$ cat src/rtl/fetch_pkg.sv
// Shared types and defaults for the instruction fetch front end.
package fetch_pkg;

    localparam int WORD_W = 16;
    localparam int ADDR_W = 16;
    localparam int DEFAULT_DEPTH = 4;
    localparam logic [ADDR_W-1:0] DEFAULT_RESET_PC = 16'h0000;

    typedef enum logic [1:0] {
        BOOT  = 2'd0,
        RUN   = 2'd1,
        FLUSH = 2'd2
    } fetch_state_e;

    typedef struct packed {
        logic [WORD_W-1:0] instr;
        logic [ADDR_W-1:0] pc;
    } fetch_entry_t;

endpackage

$ cat src/rtl/fetch_queue.sv
// Synchronous FIFO of fetched {instr, pc} pairs with a single-cycle flush.
module fetch_queue
    import fetch_pkg::*;
#(
    parameter int DEPTH = DEFAULT_DEPTH,
    localparam int PW = $clog2(DEPTH),
    localparam int CW = PW + 1
) (
    input  logic          clk,
    input  logic          rst_n,
    input  logic          push,
    input  fetch_entry_t  push_data,
    input  logic          pop,
    input  logic          flush,
    output fetch_entry_t  head,
    output logic [CW-1:0] count
);

    localparam logic [CW-1:0] FULL = CW'(DEPTH);

    fetch_entry_t  mem_q [DEPTH];
    fetch_entry_t  mem_d [DEPTH];
    logic [PW-1:0] wr_ptr_q, wr_ptr_d;
    logic [PW-1:0] rd_ptr_q, rd_ptr_d;
    logic [CW-1:0] count_q, count_d;
    logic          do_push_s, do_pop_s;

    // Next-state for storage, pointers and occupancy; flush wins over push/pop.
    always_comb begin
        mem_d    = mem_q;
        wr_ptr_d = wr_ptr_q;
        rd_ptr_d = rd_ptr_q;
        count_d  = count_q;
        do_pop_s  = pop && !flush && (count_q != {CW{1'b0}});
        // A full queue still takes a push when the head leaves on the same edge.
        do_push_s = push && !flush && ((count_q != FULL) || do_pop_s);
        if (flush) begin
            wr_ptr_d = {PW{1'b0}};
            rd_ptr_d = {PW{1'b0}};
            count_d  = {CW{1'b0}};
        end else begin
            if (do_push_s) begin
                mem_d[wr_ptr_q] = push_data;
                wr_ptr_d        = wr_ptr_q + PW'(1);
            end else begin
                wr_ptr_d = wr_ptr_q;
            end
            if (do_pop_s) begin
                rd_ptr_d = rd_ptr_q + PW'(1);
            end else begin
                rd_ptr_d = rd_ptr_q;
            end
            case ({do_push_s, do_pop_s})
                2'b10:   count_d = count_q + CW'(1);
                2'b01:   count_d = count_q - CW'(1);
                default: count_d = count_q;
            endcase
        end
    end

    // Queue state register.
    always_ff @(posedge clk or negedge rst_n) begin
        if (!rst_n) begin
            for (int i = 0; i < DEPTH; i++) begin
                mem_q[i] <= '0;
            end
            wr_ptr_q <= {PW{1'b0}};
            rd_ptr_q <= {PW{1'b0}};
            count_q  <= {CW{1'b0}};
        end else begin
            mem_q    <= mem_d;
            wr_ptr_q <= wr_ptr_d;
            rd_ptr_q <= rd_ptr_d;
            count_q  <= count_d;
        end
    end

    assign head  = mem_q[rd_ptr_q];
    assign count = count_q;

endmodule

$ cat src/rtl/fetch_unit.sv
// Instruction fetch unit: sequential PC, one in-flight memory read, decoupling
// queue towards the decoder, and redirect handling through a one-cycle FLUSH.
module fetch_unit
    import fetch_pkg::*;
#(
    parameter int                DEPTH    = DEFAULT_DEPTH,
    parameter logic [ADDR_W-1:0] RESET_PC = DEFAULT_RESET_PC
) (
    input  logic              clk,
    input  logic              reset,
    output logic [ADDR_W-1:0] imem_addr,
    output logic              imem_req,
    input  logic [WORD_W-1:0] imem_instr,
    input  logic              redirect_valid,
    input  logic [ADDR_W-1:0] redirect_pc,
    output logic              out_valid,
    input  logic              out_ready,
    output logic [WORD_W-1:0] out_instr,
    output logic [ADDR_W-1:0] out_pc
);

    localparam int CW  = $clog2(DEPTH) + 1;
    localparam int CW1 = CW + 1;
    localparam logic [CW:0] DEPTH_L = CW1'(DEPTH);

    fetch_state_e      state_q, state_d;
    logic [ADDR_W-1:0] pc_q, pc_d;
    logic [ADDR_W-1:0] pend_pc_q, pend_pc_d;
    logic              pending_q, pending_d;
    logic [CW-1:0]     count_s;
    logic [CW:0]       inflight_s;
    logic              issue_s, push_s, pop_s, flush_s;
    fetch_entry_t      push_data_s, head_s;

    // Queued plus in-flight words must never exceed the queue size.
    assign inflight_s  = {1'b0, count_s} + {{CW{1'b0}}, pending_q};
    assign push_data_s = '{instr: imem_instr, pc: pend_pc_q};
    assign pop_s       = out_valid && out_ready;

    // Next-state, fetch issue and queue control.
    always_comb begin
        state_d   = state_q;
        pc_d      = pc_q;
        pend_pc_d = pend_pc_q;
        pending_d = pending_q;
        issue_s   = 1'b0;
        push_s    = 1'b0;
        flush_s   = 1'b0;
        case (state_q)
            BOOT: begin
                if (redirect_valid) begin
                    pc_d    = redirect_pc;
                    state_d = FLUSH;
                end else begin
                    state_d = RUN;
                end
            end
            RUN: begin
                issue_s = (inflight_s < DEPTH_L);
                if (redirect_valid) begin
                    // The returning word and anything issued this cycle are dropped.
                    flush_s   = 1'b1;
                    pending_d = 1'b0;
                    pc_d      = redirect_pc;
                    state_d   = FLUSH;
                end else begin
                    push_s = pending_q;
                    if (issue_s) begin
                        pending_d = 1'b1;
                        pend_pc_d = pc_q;
                        pc_d      = pc_q + 16'h0001;
                    end else begin
                        pending_d = 1'b0;
                    end
                end
            end
            FLUSH: begin
                pending_d = 1'b0;
                if (redirect_valid) begin
                    flush_s = 1'b1;
                    pc_d    = redirect_pc;
                    state_d = FLUSH;
                end else begin
                    state_d = RUN;
                end
            end
            default: begin
                flush_s   = 1'b1;
                pending_d = 1'b0;
                pc_d      = RESET_PC;
                state_d   = BOOT;
            end
        endcase
    end

    // Control state register.
    always_ff @(posedge clk or negedge reset) begin
        if (!reset) begin
            state_q   <= BOOT;
            pc_q      <= RESET_PC;
            pend_pc_q <= 16'h0000;
            pending_q <= 1'b0;
        end else begin
            state_q   <= state_d;
            pc_q      <= pc_d;
            pend_pc_q <= pend_pc_d;
            pending_q <= pending_d;
        end
    end

    fetch_queue #(
        .DEPTH(DEPTH)
    ) u_queue (
        .clk      (clk),
        .rst_n    (reset),
        .push     (push_s),
        .push_data(push_data_s),
        .pop      (pop_s),
        .flush    (flush_s),
        .head     (head_s),
        .count    (count_s)
    );

    assign imem_addr = pc_q;
    assign imem_req  = issue_s;
    assign out_valid = (count_s != {CW{1'b0}});
    assign out_instr = out_valid ? head_s.instr : 16'h0000;
    assign out_pc    = out_valid ? head_s.pc : 16'h0000;

endmodule
$ cat config.mk
export PLATFORM = sky130hd
export DESIGN_NAME = fetch_unit
export DESIGN_NICKNAME = d
export VERILOG_FILES = /design/src/rtl/fetch_pkg.sv /design/src/rtl/fetch_queue.sv /design/src/rtl/fetch_unit.sv
export SDC_FILE = /design/constraint.sdc
export NUM_CORES = 1
export LEC_CHECK = 0
export CAP_MARGIN = 20
export CORE_MARGIN = 10
export CORE_UTILIZATION = 58
export CTS_CLUSTER_DIAMETER = 40
export DETAILED_ROUTE_END_ITERATION = 7
export PLACE_DENSITY_LB_ADDON = 0.3
export SLEW_MARGIN = 30
export SYNTH_ARGS = -nofsm -noshare
export SYNTH_HDL_FRONTEND = slang
export SYNTH_HIERARCHICAL = 1
export SYNTH_SLANG_ARGS = --single-unit
$ cat constraint.sdc
create_clock -name clk -period 3.4 [get_ports clk]
set_input_delay 0.68 -clock clk [delete_from_list [all_inputs] [get_ports clk]]
set_output_delay 0.68 -clock clk [all_outputs]
set_load 0.01 [all_outputs]
==> results by group, run 1 <==
STA
  – TNS Setup: 0 ns
  – Worst Tran Pin Value: approximately 0.84 ns
  – Highest clock rate: about 320 MHz
  – Worst-case headroom to the max-slew limit: a little over two fifths
  – RSZ-0062 raised after global routing: no
  – # setup viols final: 0
  – Final Max Tran Viols: 0
  – Final Hold Fails: 0
  – Minimum clock period: just over 3 ns
  – Worst Skew: between 0.006 and 0.007 ns
  – Period Utilization, post-route: approximately 92%

Global routing
  – Vias in the first global route: roughly 5.7k
  – Total Routing Usage GR: a little under a fifth
  – Global route overflow: 0
  – First-pass GRT wire length: approximately 31000 µm
  – Initial antenna violation count: 0
  – Largest net degree at the start of global routing: 84

Final layout
  – Fin area: a little over 0.01 mm²
  – Area grow syn2layout: 18.6%
  – Commonest cells after routing, fill and taps aside: dfrtp_1 (169), mux2_4 (120), clkdlybuf4s50_1 (84)
  – Non-Filler Instances: 876
  – Fin util: between 70% and 80%
  – Leading cell type in the layout, fill and taps excluded: dfrtp_1
  – Final #Nets: between 700 and 800
  – Layout cells sized above 1: about a third
  – Diodes inserted: 0

Power
  – Switching Share: between 30% and 40%
  – Clk pwr share: 32.2%
  – Logic gate share of total power: between 20% and 30%
  – Lkg Pwr: approximately 5 nW
  – Sequential Power Share: 44.4%
  – Sw power: roughly 0.0018 W
  – Worst vdd ir: 0.502 mV
  – Cell area power density: ~590 mW/mm²
  – Internal power of the cells: ~0.0043 W
  – Tot Pwr: between 0.006 and 0.007 W

Worst setup path
  – Crit path from: u_queue/rd_ptr_q[0]$_DFFE_PN0P_
  – Critical path capture point type: output port
  – Worst EP arrival: 2.43 ns
  – Worst Path Required: 2.72 ns
  – Critical path buffers and inverters: 2
  – Crit-path max FO: 22
  – Delay of the slowest critical-path stage: roughly 0.57 ns
  – Slowest cell on the critical path: mux4_2
  – Critical R2R Launch: state_q[1]$_DFFE_PN0P_
  – WS Path Type: reg2out
  – Crit path max-delay family: buffers and inverters
  – Crit path cell chain: buf_4 > mux4_2 > nor2b_1 > clkdlybuf4s50_1
  – Critical Path Source Type: flip-flop

Routing
  – Final WL: roughly 19000 µm
  – Wire length per cell: roughly 22 µm
  – DRC viols: 0
  – Detailed Route Iter0 Violations: 326
  – DRT Pass-1 Iters: 5
  – Routed Antenna Nets: 0
  – Vias per cell: between 6 and 7
  – Vias: approximately 5.3k

Die
  – Die W: between 100 and 150 µm
  – Die area: 0.0203 mm²
  – Starting Density: between 50% and 60%
  – Num ports: 86
  – Core area: ~0.015 mm²
  – Rows: 44
  – Die Span Y: around 140 µm

Synthesis
  – Synth Net Count: around 640
  – Post-Syn Area: between 0.008 and 0.009 mm²
  – Area fraction of the dominant cell type after synthesis: a little under 50%
  – Seq/Total Area, Yosys: between 40% and 50%
  – Synth area leaders: dfrtp_1 (49%), mux2_4 (21%), mux4_2 (8.3%)
  – Mapped Avg Cell Area: 14.6 µm²
  – Post-synthesis cell count: slightly below 600
  – Synth warn: 6
  – Ys flop type: dfrtp_1
  – Synth area leader: dfrtp_1
  – Number of synthesized register bits: 170
  – Asr flop ratio synth: between 90% and 100%
  – Number of synthesized flops with an enable pin: 0
  – Synth cell types: between 50 and 60

Placement
  – Port bufs: between 80 and 90
  – Area post-placement: 0.00975 mm²
  – Placer Congestion: between 0.9 and 1
  – Post-DP HPWL: 12300 µm
  – Dpl cells: between 800 and 900

Clock tree
  – Clk_lat worst skew: about 0.42 ns
  – CTS tree: done
  – Clk sinks: 170
  – Root buffer cell: clkbuf_16
  – CTS Hold Bufs: 0
  – Bufs on Longest Clock Path: 2
  – Clock transition at path regs: 0.06 ns
  – CTS H-tree lvls: 4
  – CTS buffer count: 17
  – Post-CTS Setup Bufs: 0
  – Post-CTS sizing: 0

Run
  – Max-cap violations: 0

Run status
  – Run status: complete, no violations

Worst hold path
  – Hold Crit Class: in2async
-- cell usage after synthesis, types with 2 or more instances --
cell type  number
a211o_1         2
nand4_1         7
nor3_1          5
nor4b_1         2
and2_1          3
a21oi_1         6
nor4_1          2
nor2_1         15
clkbuf_1       13
nor2b_1        36
nand2_1        20
buf_2          10
a211oi_1        3
o21ai_0        19
nand3_1         4
a31oi_1         4
or3_4           2
a32oi_1         2
nand2_4         4
ha_1           10
a22oi_1         7
mux2_2         24
mux4_2         32
dfrtp_1       170
nand2b_1        4
o31ai_1         6
and4_1          5
xnor2_1         3
buf_6          12
mux2_4        120
and3_1          6
mux2i_1         2
inv_1          10
nand4b_1        2
o211ai_1        2
-- state kept, by name (all words and copies together), names as in the netlist --
signal / flops
imem_addr: 16
pend_pc_q: 16
pending_q: 1
state_q: 2
u_queue/count: 3
u_queue/mem_q: 128
u_queue/rd_ptr_q: 2
u_queue/wr_ptr_q: 2
-- power by group through the flow --
stage	logic, W	registers (W)	clock network (W)
final	0.00143	0.00271	0.00196
after global routing	0.00154	0.00275	0.00207
after floorplan	0.000936	0.00261	0
after CTS	0.00143	0.00270	0.00198
after detailed placement	0.00142	0.00272	0
after global placement	0.00138	0.00269	0
-- metrics by stage --
stage / setup slack, ns / hold WS [ns]
2_1_floorplan: 0.753 / 0.384
4_1_cts: 0.228 / 0.330
6_report: 0.285 / 0.312
3_5_place_dp: 0.445 / 0.491
3_3_place_gp: 0.521 / 0.482
5_1_grt: 0.185 / 0.351
-- routing by layer --
| layer | GRT usage (%) | vias to the layer above | routed length, µm |
|---|---|---|---|
| li1 | - | 2360 | - |
| met1 | 25.7 | 2734 | 8580 |
| met2 | 30.2 | 200 | 9240 |
| met3 | 4.81 | 17 | 1200 |
| met4 | 4.72 | 0 | 150 |
| met5 | 0 | - | 0 |
-- kinds of logic (layout without fill, tap and decap cells) --
group	Yosys count	in the layout	synth area share, %
mux	178	178	32.3
flops	170	170	48.8
simple gates	124	124	8.70
compound gates	63	63	4.92
buf+inv	47	142	3.26
fa+ha+maj	11	11	1.66
xor+xnor	4	4	0.402
-- area by class of cell --
type                    count  area (µm²)
fillers                   943        4300
flip-flops and latches    170        4260
multi-input cells         380        4190
repair buffers            100        1040
clock buffers              20         447
well taps                 184         230
clock inverters            12         149
inverters                  10        37.5
-- path summary, 6_finish.rpt --
check / cells after the start / slack, ns / to
hold / removal: 1 / 0.31 / u_queue/mem_q[117]$_DFFE_PN0P_
max in group asynchronous: 2 / 2.21 / u_queue/mem_q[80]$_DFFE_PN0P_
hold reg to reg: 1 / 0.51 / u_queue/mem_q[76]$_DFFE_PN0P_
setup reg to reg: 8 / 0.83 / u_queue/mem_q[11]$_DFFE_PN0P_
setup / recovery: 4 / 0.29 / out_pc[0]
min in group clk: 1 / 0.51 / u_queue/mem_q[76]$_DFFE_PN0P_
Power figures use the tool's default switching activity.
==> inputs of run 2 (changes only) <==
Settings changed: CORE_UTILIZATION 58 to 60, DONT_BUFFER_PORTS set to 1, RECOVER_POWER set to 100, SLEW_MARGIN 30 to 20.
==> run 2 against run 1 <==
Net effect: the run now ends with hold timing left; final cell count is 11% lower; critical path type is now reg2reg; routed wire length shrank 7.4%; hold slack got worse by 0.37 ns; critical path depth is 5 higher; worst setup slack improved by 0.19 ns; power down 7.3%.
==> results by group, run 2 (synthesis gave the netlist of run 1 again) <==
Die
  – Die area: 0.0198 mm² (-2.9%)
  – Rows: 43 (-2.3%)
  – Num ports: 86 (unchanged)
  – Starting Density: 62.1% (+2.6 points)
  – Core area: 0.0140 mm² (-4.1%)
  – Die W: 141 µm (-1.4%)
  – Die Span Y: 141 µm (-1.4%)

Worst setup path
  – Critical R2R Launch: state_q[1]$_DFFE_PN0P_
  – Slowest cell on the critical path: dfrtp_1
  – Critical Path Source Type: flip-flop
  – Crit path cell chain: inv_1 > ha_1 > nor2b_1 > and2_1 > nor3b_4 > clkbuf_1 > nand2_4 > buf_4 > mux2_1
  – WS Path Type: reg2reg
  – Reg2Reg Setup Slack: 0.47 ns (-0.36 ns)
  – Worst EP arrival: 3.22 ns (+0.79 ns)
  – Reg2reg path depth: 9 (+1)
  – Worst r2r dst: u_queue/mem_q[74]$_DFFE_PN0P_
  – Critical path capture point type: flip-flop
  – Crit path max-delay family: buffers and inverters
  – Crit-path max FO: 32 (+45%)
  – Worst Path Required: 3.70 ns (+0.98 ns)
  – Delay of the slowest critical-path stage: 0.44 ns (-0.13 ns)
  – Critical path buffers and inverters: 3 (+1)

Final layout
  – Layout cells sized above 1: 17.8% (-17 points)
  – Final #Nets: 637 (-12%)
  – Non-Filler Instances: 783 (-11%)
  – Commonest cells after routing, fill and taps aside: dfrtp_1 (169), mux2_1 (119), nor2b_1 (36)
  – Multi-input gate area: 0.00372 mm² (-11%)
  – Area grow syn2layout: 2.15%
  – Leading cell type in the layout, fill and taps excluded: dfrtp_1
  – Number of flip-flops in the largest register: 128 (unchanged)
  – Register area: 0.00426 mm² (unchanged)
  – Top reg by flops: u_queue/mem_q
  – # fillers: 1108 (+17%)

STA
  – # setup viols final: 0 (unchanged)
  – Final Hold Fails: 170 (+170)
  – Hold_ws: -0.0576 ns (-0.369 ns)
  – Highest clock rate: 342 MHz (+6.4%)
  – Worst-case headroom to the max-slew limit: 20.5% (-23 points)
  – Worst Tran Pin Value: 1.19 ns (+0.346 ns)
  – TNS Setup: 0 ns (unchanged)
  – Period Utilization, post-route: 86.1% (-5.5 points)
  – Worst Skew: 0.00819 ns (+0.00156 ns)
  – Final Max Tran Viols: 0 (unchanged)
  – RSZ-0062 raised after global routing: no
  – Minimum clock period: 2.93 ns (-0.187 ns)

Routing
  – DRC viols: 0 (unchanged)
  – Wire length per cell: 22.7 µm (+3.6%)
  – Final WL: 17800 µm (-7.4%)
  – Routed Antenna Nets: 0 (unchanged)
  – Vias per cell: 6.24 (+2.9%)
  – Detailed Route Iter0 Violations: 262 (-20%)
  – DRT Pass-1 Iters: 4 (-1)
  – Vias: 4887 (-8.0%)

Clock tree
  – CTS buffer count: 17 (unchanged)
  – Clock transition at path regs: 0.07 ns (about the same)
  – Post-CTS Setup Bufs: 0 (unchanged)
  – Clk sinks: 170 (unchanged)
  – Post-CTS sizing: 0 (unchanged)
  – Root buffer cell: clkbuf_16
  – CTS H-tree lvls: 4 (unchanged)
  – Bufs on Longest Clock Path: 2 (unchanged)
  – Clk_lat worst skew: 0.43 ns (about the same)
  – CTS tree: done

Run status
  – Run status: complete, but fails checks
  – Failing checks: hold timing

Run
  – Max-cap violations: 0 (unchanged)

Placement
  – Post-DP HPWL: 11500 µm (-6.5%)
  – Port bufs: 0 (-100%)
  – Placer Congestion: 0.898 (-3.6%)
  – Dpl cells: 751 (-11%)

Global routing
  – Total Routing Usage GR: 18.6% (-0.40 points)
  – Largest net degree at the start of global routing: 171 (+100%)
  – Initial antenna violation count: 1 (+1)
  – Vias in the first global route: 5209 (-8.8%)
  – First-pass GRT wire length: 29500 µm (-3.9%)
  – Global route overflow: 0 (unchanged)

Worst hold path
  – Hold Crit Class: in2async

Power
  – Cell area power density: 635 mW/mm² (+7.6%)
  – Worst vdd ir: 0.412 mV (-18%)
  – Lkg Pwr: 4.30 nW (-14%)
run 2: cell count changes in the layout (fill, tap and decap cells not counted), sizes merged:
cell,before,now
clkdlybuf4s50,84,0
bufinv,3,2
clkbuf,20,26
inv,10,11
buf,16,7
clkinv,5,2
diode,0,1
run 2: cell type report:
cell class,instances,share of cell area [%]
multi-input cells,380,41.8
flip-flops and latches,170,47.8
inverters,10,0.421
diodes,1,0.0281
clock buffers,22,5.21
clock inverters,9,1.31
repair buffers,11,0.913
well taps,180,2.53
run 2: worst max-delay path by stage:
stage / startpoint / to / slack (ns) / depth (start not counted)
4_1_cts: u_queue/rd_ptr_q[0]$_DFFE_PN0P_ / out_pc[9] / 0.53 / 3
2_1_floorplan: redirect_valid / u_queue/count[2]$_DFFE_PN0P_ / 0.75 / 9
3_5_place_dp: state_q[1]$_DFFE_PN0P_ / u_queue/mem_q[106]$_DFFE_PN0P_ / 0.66 / 9
5_1_grt: state_q[1]$_DFFE_PN0P_ / u_queue/mem_q[74]$_DFFE_PN0P_ / 0.28 / 9
6_report: state_q[1]$_DFFE_PN0P_ / u_queue/mem_q[74]$_DFFE_PN0P_ / 0.47 / 9
3_3_place_gp: state_q[1]$_DFFE_PN0P_ / u_queue/mem_q[123]$_DFFE_PN0P_ / 0.76 / 9
run 2: metrics by stage:
| stage | power (W) | setup WS (ns) | instance area [µm²] | utilization [%] | hold slack (ns) |
|---|---|---|---|---|---|
| after global placement | 0.00381 | 0.758 | 8800 | 62.7 | 0.392 |
| after floorplan | 0.00355 | 0.753 | 8720 | - | 0.384 |
| after detailed placement | 0.00389 | 0.660 | 8800 | 62.7 | 0.391 |
| after CTS | 0.00582 | 0.528 | 9380 | 66.8 | -0.0781 |
| after global routing | 0.00595 | 0.277 | 8900 | 63.4 | -0.0852 |
| final | 0.00565 | 0.473 | 8910 | 63.4 | -0.0576 |
run 2: routing by layer:
layer,up-vias,share of wire [%],track usage (%)
li1,2177,-,-
met1,2535,44,24.4
met2,154,47,28.2
met3,21,7.7,6.63
met4,0,1.2,5.92
met5,-,0,0
run 2: power by group:
group / leakage, nW / internal, W / switching, W
logic: 1.70 / 0.000500 / 0.000519
clock network: 0.269 / 0.00112 / 0.000777
registers: 2.33 / 0.00231 / 0.000429
total: 4.30 / 0.00393 / 0.00173
==> inputs of run 3 (changes only) <==
Settings changed: CELL_PAD_IN_SITES_DETAIL_PLACEMENT set to 2, CELL_PAD_IN_SITES_GLOBAL_PLACEMENT set to 2, CORE_ASPECT_RATIO set to 1.75, CORE_UTILIZATION 60 to 46.
==> run 3 against run 2 <==
Net effect: the flow still finishes with violations (hold timing); critical path depth decreased by 1; power increased by 7.3%; non-clock buffer count increased by 1; final cell count increased by 7.4%; routed wire length increased by 36%; register-to-register slack got worse by 0.14 ns; via count increased by 2.3%; maximum frequency decreased by 4.5%; sequential share of layout area decreased by 1.2 points; utilization decreased by 14 points; flip-flop and latch count unchanged; cell area increased by 2.6%.
==> results by group, run 3 (synthesis gave the netlist of run 1 again) <==
Global routing
  – Initial antenna violation count: 0 (-1)
  – Total Routing Usage GR: 20.3% (+1.7 points)
  – Vias in the first global route: 5990 (+15%)
  – Largest net degree at the start of global routing: 171 (unchanged)
  – Global route overflow: 0 (unchanged)
  – First-pass GRT wire length: 38300 µm (+30%)

Final layout
  – Commonest cells after routing, fill and taps aside: dfrtp_1 (169), mux2_1 (101), nor2b_1 (36)
  – Number of flip-flops in the largest register: 128 (unchanged)
  – Multi-input gate area: 0.00379 mm² (+1.8%)
  – Layout cells sized above 1: 21.2% (+3.5 points)
  – Area grow syn2layout: 4.84%
  – Top reg by flops: u_queue/mem_q
  – # fillers: 1798 (+62%)
  – Diodes inserted: 0 (-1)
  – Register area: 0.00426 mm² (unchanged)
  – Leading cell type in the layout, fill and taps excluded: dfrtp_1
  – Fin util: 49.2% (-14 points)
  – Fin area: 0.00914 mm² (+2.6%)
  – Final #Nets: 638 (+0.16%)

Power
  – Lkg Pwr: 4.41 nW (+2.5%)
  – Cell area power density: 664 mW/mm² (+4.5%)
  – Tot Pwr: 0.00606 W (+7.3%)
  – Worst vdd ir: 0.355 mV (-14%)

Placement
  – Area post-placement: 0.00890 mm² (+1.2%)
  – Port bufs: 0 (unchanged)
  – Placer Congestion: 0.828 (-7.8%)
  – Post-DP HPWL: 15300 µm (+33%)

STA
  – TNS Setup: 0 ns (unchanged)
  – Period Utilization, post-route: 90.1% (+4.0 points)
  – RSZ-0062 raised after global routing: no
  – Highest clock rate: 326 MHz (-4.5%)
  – # setup viols final: 0 (unchanged)
  – Hold_ws: -0.0581 ns (-0.000446 ns)
  – Worst Skew: 0.0106 ns (+0.00238 ns)
  – Final Hold Fails: 104 (-39%)
  – Worst-case headroom to the max-slew limit: 43.3% (+23 points)
  – Minimum clock period: 3.06 ns (+0.137 ns)
  – Worst Tran Pin Value: 0.851 ns (-0.340 ns)
  – Final Max Tran Viols: 0 (unchanged)

Clock tree
  – Post-CTS sizing: 0 (unchanged)
  – CTS H-tree lvls: 4 (unchanged)
  – Post-CTS Setup Bufs: 0 (unchanged)
  – CTS buffer count: 17 (unchanged)
  – Clk_lat worst skew: 0.44 ns (about the same)
  – Root buffer cell: clkbuf_16
  – CTS tree: done
  – Clk sinks: 170 (unchanged)
  – Clock transition at path regs: 0.07 ns (about the same)
  – Bufs on Longest Clock Path: 2 (unchanged)

Routing
  – DRT Pass-1 Iters: 4 (unchanged)
  – Vias: 5000 (+2.3%)
  – Detailed Route Iter0 Violations: 223 (-15%)
  – Final WL: 24100 µm (+36%)
  – Wire length per cell: 28.7 µm (+27%)
  – DRC viols: 0 (unchanged)
  – Routed Antenna Nets: 0 (unchanged)
  – Vias per cell: 5.95 (-4.7%)

Die
  – Die Span Y: 202 µm (+44%)
  – Num ports: 86 (unchanged)
  – Rows: 66 (+53%)
  – Starting Density: 46.9% (-15 points)
  – Die W: 124 µm (-12%)
  – Die area: 0.0251 mm² (+27%)
  – Core area: 0.0186 mm² (+32%)

Worst setup path
  – Worst EP arrival: 3.38 ns (+0.16 ns)
  – Crit path cell chain: inv_1 > ha_1 > nor2b_1 > and2_0 > nor3b_4 > nand2_4 > buf_4 > mux2_1
  – Slowest cell on the critical path: nor3b_4
  – Critical Path Source Type: flip-flop
  – Crit path max-delay family: simple AND/OR/NAND/NOR gates
  – WS Path Type: reg2reg
  – Worst Path Required: 3.71 ns (about the same)
  – Crit-path max FO: 20 (-38%)
  – Critical path buffers and inverters: 2 (-1)
  – Critical path capture point type: flip-flop
  – Delay of the slowest critical-path stage: 0.57 ns (+0.13 ns)

Run status
  – Run status: complete, but fails checks
  – Failing checks: hold timing

Worst hold path
  – Hold Crit Class: in2async

Run
  – Max-cap violations: 0 (unchanged)
[run 3: cell types whose count changed in the layout (fill, tap and decap cells not counted)]
cell        previous run  this run
and2_1                 2         1
diode_2                1         0
clkinv_2               0         3
inv_6                  1         0
mux2_1               119       101
and2_0                 1         2
bufinv_16              2         6
clkbuf_1               6         4
mux2_4                 1        19
clkinvlp_4             4         1
[run 3: cell type report]
| cell class | instances | area share [%] |
|---|---|---|
| clock buffer | 19 | 4.96 |
| clock inverter | 12 | 2.41 |
| inverter | 10 | 0.411 |
| multi-input combinational | 380 | 41.5 |
| sequential | 170 | 46.6 |
| tap | 238 | 3.26 |
| timing repair buffer | 12 | 0.931 |
[run 3: through the flow]
| step | setup WS [ns] | instances | hold WS (ns) |
|---|---|---|---|
| 2_1_floorplan | 0.753 | 597 | 0.384 |
| 3_3_place_gp | 0.700 | 810 | 0.391 |
| 3_5_place_dp | 0.497 | 810 | 0.391 |
| 4_1_cts | 0.390 | 841 | -0.0838 |
| 5_1_grt | 0.0853 | 841 | -0.0872 |
| 6_report | 0.336 | 841 | -0.0581 |
[run 3: routing by layer]
layer / up-vias / part of all wire [%] / GRT usage, %
li1: 2174 / - / -
met3: 29 / 4.9 / 4.94
met4: 0 / 1.9 / 6.23
met2: 106 / 56 / 36.2
met1: 2691 / 37 / 22.8
met5: - / 0 / 0
[run 3: path summary, 6_finish.rpt]
path                                                     from                       endpoint  slack, ns  cells after the start
worst max-delay path                   state_q[1]$_DFFE_PN0P_   u_queue/mem_q[5]$_DFFE_PN0P_       0.34                      8
worst min-delay path                                    reset  u_queue/mem_q[89]$_DFFE_PN0P_      -0.06                      0
worst max register to register         state_q[1]$_DFFE_PN0P_   u_queue/mem_q[5]$_DFFE_PN0P_       0.34                      8
worst min register to register  u_queue/mem_q[95]$_DFFE_PN0P_  u_queue/mem_q[95]$_DFFE_PN0P_       0.49                      1
max in group asynchronous                               reset  u_queue/mem_q[66]$_DFFE_PN0P_       3.14                      0
min in group clk                               redirect_valid         state_q[0]$_DFFE_PN0P_       0.30                      1
[run 3: worst reg2reg max path: stages, from the launching register on]
cell     delay (ns)
dfrtp_1        0.44
inv_1          0.11
ha_1           0.36
nor2b_1        0.22
and2_0         0.27
nor3b_4        0.57
nand2_4        0.26
buf_4          0.34
mux2_1         0.37
[run 3: power breakdown]
group,switching [W],internal (W)
registers,0.000468,0.00231
clock network,0.000816,0.00141
logic,0.000560,0.000503
